`src/rtl/multicycle_mainfsm_if.sv`:
```
// Controller <-> datapath/memory bundle for the multicycle main FSM.
// master: the sequencing FSM (consumes instruction fields and MemReady,
// drives selects and strobes). slave: datapath/memory side.
interface multicycle_mainfsm_if;
  logic [1:0] Op;
  logic [5:0] Funct;
  logic       MemReady;
  logic       MemReq;
  logic       IRWrite;
  logic       AdrSrc;
  logic       ALUSrcA;
  logic [1:0] ALUSrcB;
  logic [1:0] ResultSrc;
  logic       ALUOp;
  logic       FlagEn;
  logic       NextPC;
  logic       RegW;
  logic       MemW;
  logic       Branch;
  logic       Fault;
  logic [3:0] State;

  modport master (
    input  Op, Funct, MemReady,
    output MemReq, IRWrite, AdrSrc, ALUSrcA, ALUSrcB, ResultSrc,
           ALUOp, FlagEn, NextPC, RegW, MemW, Branch, Fault, State
  );

  modport slave (
    output Op, Funct, MemReady,
    input  MemReq, IRWrite, AdrSrc, ALUSrcA, ALUSrcB, ResultSrc,
           ALUOp, FlagEn, NextPC, RegW, MemW, Branch, Fault, State
  );
endinterface

```
`src/rtl/multicycle_mainfsm.sv`:
```
// Main sequencing FSM of the multicycle ARM controller.
// Steps each instruction through fetch/decode/execute/memory/writeback,
// drives datapath selects and raw write strobes, and guards every memory
// state with a bounded wait on MemReady that traps to a sticky FAULT.
module multicycle_mainfsm #(
  parameter int unsigned WAIT_MAX = 15
) (
  input logic                   clk,
  input logic                   reset,
  multicycle_mainfsm_if.master  bus
);

  typedef enum logic [3:0] {
    FETCH    = 4'd0,
    DECODE   = 4'd1,
    MEMADR   = 4'd2,
    MEMRD    = 4'd3,
    MEMWB    = 4'd4,
    MEMWR    = 4'd5,
    EXECUTER = 4'd6,
    EXECUTEI = 4'd7,
    ALUWB    = 4'd8,
    BRANCH   = 4'd9,
    FAULT    = 4'd10
  } state_t;

  localparam logic [7:0] WMAX = 8'(WAIT_MAX);

  state_t     state, state_n;
  logic [7:0] wcnt, wcnt_n;
  logic       is_mem;
  logic       timeout;

  logic       mem_req, ir_write, adr_src, alu_src_a, alu_op, flag_en;
  logic       next_pc, reg_w, mem_w, branch, fault;
  logic [1:0] alu_src_b, result_src;

  // Funct[4:1] are decoded elsewhere; only I and S/L steer the sequence.
  logic funct_unused;
  assign funct_unused = ^bus.Funct[4:1];

  assign is_mem  = (state == FETCH) || (state == MEMRD) || (state == MEMWR);
  assign timeout = is_mem && !bus.MemReady && (wcnt == WMAX);

  // State and wait-counter registers, asynchronous active-low reset.
  always_ff @(posedge clk or negedge reset) begin
    if (!reset) begin
      state <= FETCH;
      wcnt  <= '0;
    end else begin
      state <= state_n;
      wcnt  <= wcnt_n;
    end
  end

  // Next-state sequencing; the watchdog overrides a held memory state.
  always_comb begin
    state_n = state;
    case (state)
      FETCH:    if (bus.MemReady) state_n = DECODE;
      DECODE: begin
        case (bus.Op)
          2'b00:   state_n = bus.Funct[5] ? EXECUTEI : EXECUTER;
          2'b01:   state_n = MEMADR;
          2'b10:   state_n = BRANCH;
          default: state_n = FAULT;
        endcase
      end
      MEMADR:   state_n = bus.Funct[0] ? MEMRD : MEMWR;
      MEMRD:    if (bus.MemReady) state_n = MEMWB;
      MEMWR:    if (bus.MemReady) state_n = FETCH;
      MEMWB:    state_n = FETCH;
      EXECUTER: state_n = ALUWB;
      EXECUTEI: state_n = ALUWB;
      ALUWB:    state_n = FETCH;
      BRANCH:   state_n = FETCH;
      FAULT:    state_n = FAULT;
      default:  state_n = FAULT;
    endcase
    if (timeout) state_n = FAULT;
  end

  // Wait counter: counts only while a memory state is held; any entry
  // (including MEMWR->FETCH) or non-memory state restarts it from zero.
  always_comb begin
    wcnt_n = '0;
    if (is_mem && (state_n == state)) begin
      wcnt_n = (wcnt == WMAX) ? wcnt : wcnt + 8'd1;
    end
  end

  // Output decode from the current state; selects default to 0.
  always_comb begin
    mem_req    = 1'b0;
    ir_write   = 1'b0;
    adr_src    = 1'b0;
    alu_src_a  = 1'b0;
    alu_src_b  = 2'b00;
    result_src = 2'b00;
    alu_op     = 1'b0;
    flag_en    = 1'b0;
    next_pc    = 1'b0;
    reg_w      = 1'b0;
    mem_w      = 1'b0;
    branch     = 1'b0;
    fault      = 1'b0;
    case (state)
      FETCH: begin
        mem_req    = 1'b1;
        alu_src_a  = 1'b1;
        alu_src_b  = 2'b10;
        result_src = 2'b10;
        ir_write   = bus.MemReady;
        next_pc    = bus.MemReady;
      end
      DECODE: begin
        alu_src_a  = 1'b1;
        alu_src_b  = 2'b10;
        result_src = 2'b10;
      end
      MEMADR: begin
        alu_src_b  = 2'b01;
      end
      MEMRD: begin
        mem_req    = 1'b1;
        adr_src    = 1'b1;
      end
      MEMWB: begin
        result_src = 2'b01;
        reg_w      = 1'b1;
      end
      MEMWR: begin
        mem_req    = 1'b1;
        adr_src    = 1'b1;
        mem_w      = 1'b1;
      end
      EXECUTER: begin
        alu_op     = 1'b1;
        flag_en    = 1'b1;
      end
      EXECUTEI: begin
        alu_src_b  = 2'b01;
        alu_op     = 1'b1;
        flag_en    = 1'b1;
      end
      ALUWB: begin
        reg_w      = 1'b1;
      end
      BRANCH: begin
        alu_src_b  = 2'b01;
        result_src = 2'b10;
        branch     = 1'b1;
      end
      FAULT: begin
        fault      = 1'b1;
      end
      default: ;
    endcase
  end

  // Strobes are gated by reset directly so they drop the instant reset
  // asserts, independent of the register's asynchronous clear.
  assign bus.MemReq    = mem_req  & reset;
  assign bus.IRWrite   = ir_write & reset;
  assign bus.NextPC    = next_pc  & reset;
  assign bus.RegW      = reg_w    & reset;
  assign bus.MemW      = mem_w    & reset;
  assign bus.Branch    = branch   & reset;
  assign bus.AdrSrc    = adr_src;
  assign bus.ALUSrcA   = alu_src_a;
  assign bus.ALUSrcB   = alu_src_b;
  assign bus.ResultSrc = result_src;
  assign bus.ALUOp     = alu_op;
  assign bus.FlagEn    = flag_en;
  assign bus.Fault     = fault;
  assign bus.State     = state;

endmodule

```
`src/flat_wrapper.sv`:
```
// flat-port wrapper written by rule: the top's interface ports become plain ports
module multicycle_mainfsm_flat 
#(
  parameter int unsigned WAIT_MAX = 15
)
  (clk, reset, bus_Op, bus_Funct, bus_MemReady, bus_MemReq, bus_IRWrite, bus_AdrSrc, bus_ALUSrcA, bus_ALUSrcB, bus_ResultSrc, bus_ALUOp, bus_FlagEn, bus_NextPC, bus_RegW, bus_MemW, bus_Branch, bus_Fault, bus_State);
  multicycle_mainfsm_if bus_i ();
  input logic clk;
  input logic reset;
  input wire logic [$bits(bus_i.Op)-1:0] bus_Op;
  input wire logic [$bits(bus_i.Funct)-1:0] bus_Funct;
  input wire logic [$bits(bus_i.MemReady)-1:0] bus_MemReady;
  output wire logic [$bits(bus_i.MemReq)-1:0] bus_MemReq;
  output wire logic [$bits(bus_i.IRWrite)-1:0] bus_IRWrite;
  output wire logic [$bits(bus_i.AdrSrc)-1:0] bus_AdrSrc;
  output wire logic [$bits(bus_i.ALUSrcA)-1:0] bus_ALUSrcA;
  output wire logic [$bits(bus_i.ALUSrcB)-1:0] bus_ALUSrcB;
  output wire logic [$bits(bus_i.ResultSrc)-1:0] bus_ResultSrc;
  output wire logic [$bits(bus_i.ALUOp)-1:0] bus_ALUOp;
  output wire logic [$bits(bus_i.FlagEn)-1:0] bus_FlagEn;
  output wire logic [$bits(bus_i.NextPC)-1:0] bus_NextPC;
  output wire logic [$bits(bus_i.RegW)-1:0] bus_RegW;
  output wire logic [$bits(bus_i.MemW)-1:0] bus_MemW;
  output wire logic [$bits(bus_i.Branch)-1:0] bus_Branch;
  output wire logic [$bits(bus_i.Fault)-1:0] bus_Fault;
  output wire logic [$bits(bus_i.State)-1:0] bus_State;
  assign bus_i.Op = bus_Op;
  assign bus_i.Funct = bus_Funct;
  assign bus_i.MemReady = bus_MemReady;
  assign bus_MemReq = bus_i.MemReq;
  assign bus_IRWrite = bus_i.IRWrite;
  assign bus_AdrSrc = bus_i.AdrSrc;
  assign bus_ALUSrcA = bus_i.ALUSrcA;
  assign bus_ALUSrcB = bus_i.ALUSrcB;
  assign bus_ResultSrc = bus_i.ResultSrc;
  assign bus_ALUOp = bus_i.ALUOp;
  assign bus_FlagEn = bus_i.FlagEn;
  assign bus_NextPC = bus_i.NextPC;
  assign bus_RegW = bus_i.RegW;
  assign bus_MemW = bus_i.MemW;
  assign bus_Branch = bus_i.Branch;
  assign bus_Fault = bus_i.Fault;
  assign bus_State = bus_i.State;
  multicycle_mainfsm #(.WAIT_MAX(WAIT_MAX)) u_core (.clk(clk), .reset(reset), .bus(bus_i));
endmodule
```
`config.mk`:
```
export PLATFORM = sky130hd
export DESIGN_NAME = multicycle_mainfsm_flat
export DESIGN_NICKNAME = d
export VERILOG_FILES = /design/src/rtl/multicycle_mainfsm_if.sv /design/src/rtl/multicycle_mainfsm.sv /design/src/flat_wrapper.sv
export SDC_FILE = /design/constraint.sdc
export NUM_CORES = 1
export LEC_CHECK = 0
export BUFFER_PORTS_ARGS = -buffer_cell sky130_fd_sc_hd__buf_2
export CAP_MARGIN = 10
export CELL_PAD_IN_SITES_DETAIL_PLACEMENT = 1
export CELL_PAD_IN_SITES_GLOBAL_PLACEMENT = 2
export CORE_UTILIZATION = 30
export DETAILED_ROUTE_END_ITERATION = 8
export GPL_TIMING_DRIVEN = 0
export PLACE_DENSITY = 0.83
export SYNTH_ARGS = -nofsm -noshare
export SYNTH_HDL_FRONTEND = slang
export SYNTH_SLANG_ARGS = --single-unit
```
`constraint.sdc`:
```
create_clock -name clk -period 5.25 [get_ports clk]
set_clock_uncertainty 0.15 [all_clocks]
set_input_delay 0.525 -clock clk [delete_from_list [all_inputs] [get_ports clk]]
set_output_delay 0.525 -clock clk [all_outputs]
set_load 0.01 [all_outputs]
```
==> impl_metrics.py <==
metrics = {
    "worst_hold_path": {
        "hold_start": "bus_Op[0]",
        "min_path_type": "input pin to flip-flop",
        "min_to": "u_core.bus.State[1]$_DFF_PN0_",
        "whs_path_depth": 3,
    },
    "synthesis": {
        "synth_nets": 131,
        "ys_seq_elements": 12,
        "synth_ff_type": "dfrtp_1",
        "synth_edf_count": 0,
        "synth_area_per_cell_um2": 8.16,
        "yosys_warnings": 0,
        "synthCells": 119,
        "yosysUniqueCellTypes": 43,
        "ys_seq_area_share_pct": 30.9,
        "async_reset_ff_share_pct": 100,
        "syn_area_um2": 971,
    },
    "grt": {
        "use_met2_pct": 29.5,
        "grt-ovfl-total": 0,
        "use_met3_pct": 4.62,
        "antenna_found_initial": 0,
        "grt_use_total_pct": 18.6,
        "use_met1_pct": 26.1,
        "grt_pass1_wl_um": 4930,
        "grt-busiest-layer": "met2",
        "grt_max_degree": 16,
        "grt_pass1_vias": 1014,
    },
    "floorplan": {
        "initial_core_util_pct": 31.8,
        "die_h_um": 58.9,
        "ios": 30,
        "die_area_mm2": 0.00347,
        "dieWidth_um": 58.9,
        "num_rows": 20,
        "placeableCoreArea_mm2": 0.00305,
    },
    "detailed_routing": {
        "wl_per_cell_um": 14.9,
        "drt_iter0_drc": 38,
        "drc": 0,
        "ant_nets": 0,
        "routed_wl_um": 2880,
        "dr.pass1.iters": 3,
        "vias_per_cell": 5.09,
        "vias": 982,
    },
    "layout": {
        "fin_util_pct": 39.2,
        "syn_to_final_growth_pct": 23.3,
        "final_area_mm2": 0.00120,
        "nNetsFinal": 162,
        "drive_gt1_share_pct": 27.5,
        "n_antenna_cell": 0,
    },
    "pwr": {
        "vdd_ir_drop_max_v": 0.000104,
        "swShare_pct": 22.0,
        "powerDensity_mw_per_mm2": 147,
        "power.internal_w": 0.000138,
        "p_comb_share_pct": 4.6,
        "switchingPower_w": 0.0000388,
        "leakage_nw": 0.523,
        "seq_power_share_pct": 52.3,
        "p_clk_share_pct": 43.1,
    },
    "cts": {
        "clkLatencyLatePin_ns": 0.28,
        "clkSinkCount": 12,
        "clkTransAtPathRegs_ns": 0.08,
        "cts_buffer_depth": 2,
        "root_buffer": "clkbuf_4",
        "cts_tree": "built",
        "cts_made_buffers": 3,
        "cts_setup_buffers": 0,
        "htreeDepth": 1,
    },
    "critical_path": {
        "end_kind": "output pin",
        "r2r-end": "u_core.wcnt[0]$_DFFE_PN0P_",
        "rr_worst_depth": 5,
        "reg2reg_slack_ns": 3.06,
        "cp_max_fo": 10,
        "start_kind": "flip-flop",
        "cp.required_ns": 4.58,
        "path_class": "flip-flop to output pin",
        "critPathArrivalTime_ns": 2.26,
        "r2r-start": "u_core.bus.State[0]$_DFF_PN0_",
    },
    "flow_run": {
        "maxCapViolCount": 0,
    },
    "sta": {
        "fin_crit_ns": 2.94,
        "drv_slew": 0,
        "fin_crit_sh_pct": 55.9,
        "fmax_ghz": 0.341,
        "rsz0062_at_grt": "no",
        "relSlewSlack_pct": 58.5,
        "setup_tns_ns": 0,
        "setup_violations": 0,
        "hold_viol_final": 0,
        "hold_slack_ns": 0.387,
        "tightest_slew_ns": 0.620,
        "fin_ws_ns": 2.31,
    },
    "place": {
        "pre_cts_ws_ns": 2.62,
        "dpl_cell_area_mm2": 0.00115,
        "io_buffers": 25,
        "gp_congestion": 0.754,
        "dp_hpwl_um": 2220,
    },
    "run_status": {
        "outcome": "finished, final reports clean",
    },
}
[metrics by stage]
stage | power [W] | std cells
2_1_floorplan | 0.0000958 | 119
5_1_grt | 0.000186 | 193
4_1_cts | 0.000181 | 193
3_3_place_gp | 0.000102 | 188
6_report | 0.000177 | 193
3_5_place_dp | 0.000102 | 188
[critical path: stages (launching register included)]
cell and delay [ns]:
dfrtp_1 0.42, clkbuf_1 0.24, clkbuf_1 0.27, or2_2 0.35, nor4b_1 0.41, buf_4 0.18, buf_2 0.12
[final cells by class]
| class | count | area, um2 |
|---|---|---|
| plain buffers | 10 | 75.1 |
| clock buffers | 4 | 36.3 |
| fillers | 398 | 1860 |
| inverters | 2 | 7.51 |
| multi-input cells | 95 | 588 |
| flip-flops and latches | 12 | 300 |
| well taps | 44 | 55.1 |
| repair buffers | 26 | 135 |
[metal layers]
layer	wire, um	up-vias
met1	1460	476
met5	0	-
li1	-	485
met3	110	0
met4	0	0
met2	1310	21
[registers in the layout, summed over array words and instances (netlist names)]
signal            flops
u_core.bus.State      4
u_core.wcnt           8
[kinds of logic after synthesis]
group	synth area share, %
mux	1.03
compound gates	17.8
fa+ha+maj	1.29
flops	30.9
buf+inv	8.51
xor+xnor	6.31
simple gates	34.2
[cell usage in the layout, fill, tap and decap left out, drive strengths merged, types with 2 or more instances in the layout]
master	n
nor2	13
nor2b	3
inv	2
a31oi	2
a21oi	4
nor3	15
nand2	8
o21a	2
buf	33
and2	2
o21ai	5
dfrtp	12
or3	2
nand3	4
xnor2	6
nand2b	5
clkbuf	6
[power groups by stage]
stage,logic [W],clock network [W],registers [W]
CTS,0.00000856,0.0000797,0.0000923
global route,0.00000921,0.0000846,0.0000924
finish,0.00000812,0.0000761,0.0000923
floorplan,0.00000162,0,0.0000942
detailed placement,0.00000798,0,0.0000942
global placement,0.00000781,0,0.0000942
[Yosys cell counts, drive strengths merged, types with 2 or more instances]
cell type	instances	area [um2]
a21oi	4	20.0
a31oi	2	12.5
and2	2	12.5
buf	8	67.6
clkbuf	2	7.51
dfrtp	12	300
inv	2	7.51
nand2	8	30.0
nand2b	5	31.3
nand3	4	20.0
nor2	13	48.8
nor2b	3	18.8
nor3	15	75.1
o21a	2	15.0
o21ai	5	25.0
or3	2	12.5
xnor2	6	52.6
[worst max-delay path by stage]
stage,to,depth (start not counted),start
after floorplan,bus_NextPC,5,u_core.bus.State[0]$_DFF_PN0_
after global placement,bus_NextPC,6,u_core.bus.State[0]$_DFF_PN0_
after detailed placement,bus_NextPC,6,u_core.bus.State[0]$_DFF_PN0_
after CTS,bus_NextPC,6,u_core.bus.State[0]$_DFF_PN0_
after global routing,bus_NextPC,6,u_core.bus.State[0]$_DFF_PN0_
final,bus_NextPC,6,u_core.bus.State[0]$_DFF_PN0_
[timing repair]
action                                 in CTS  in global routing
hold buffers                                1                  0
gates resized for setup                     0                  0
endpoints found under the hold margin      12                  0
No activity file was read; power rests on OpenSTA's default activity.
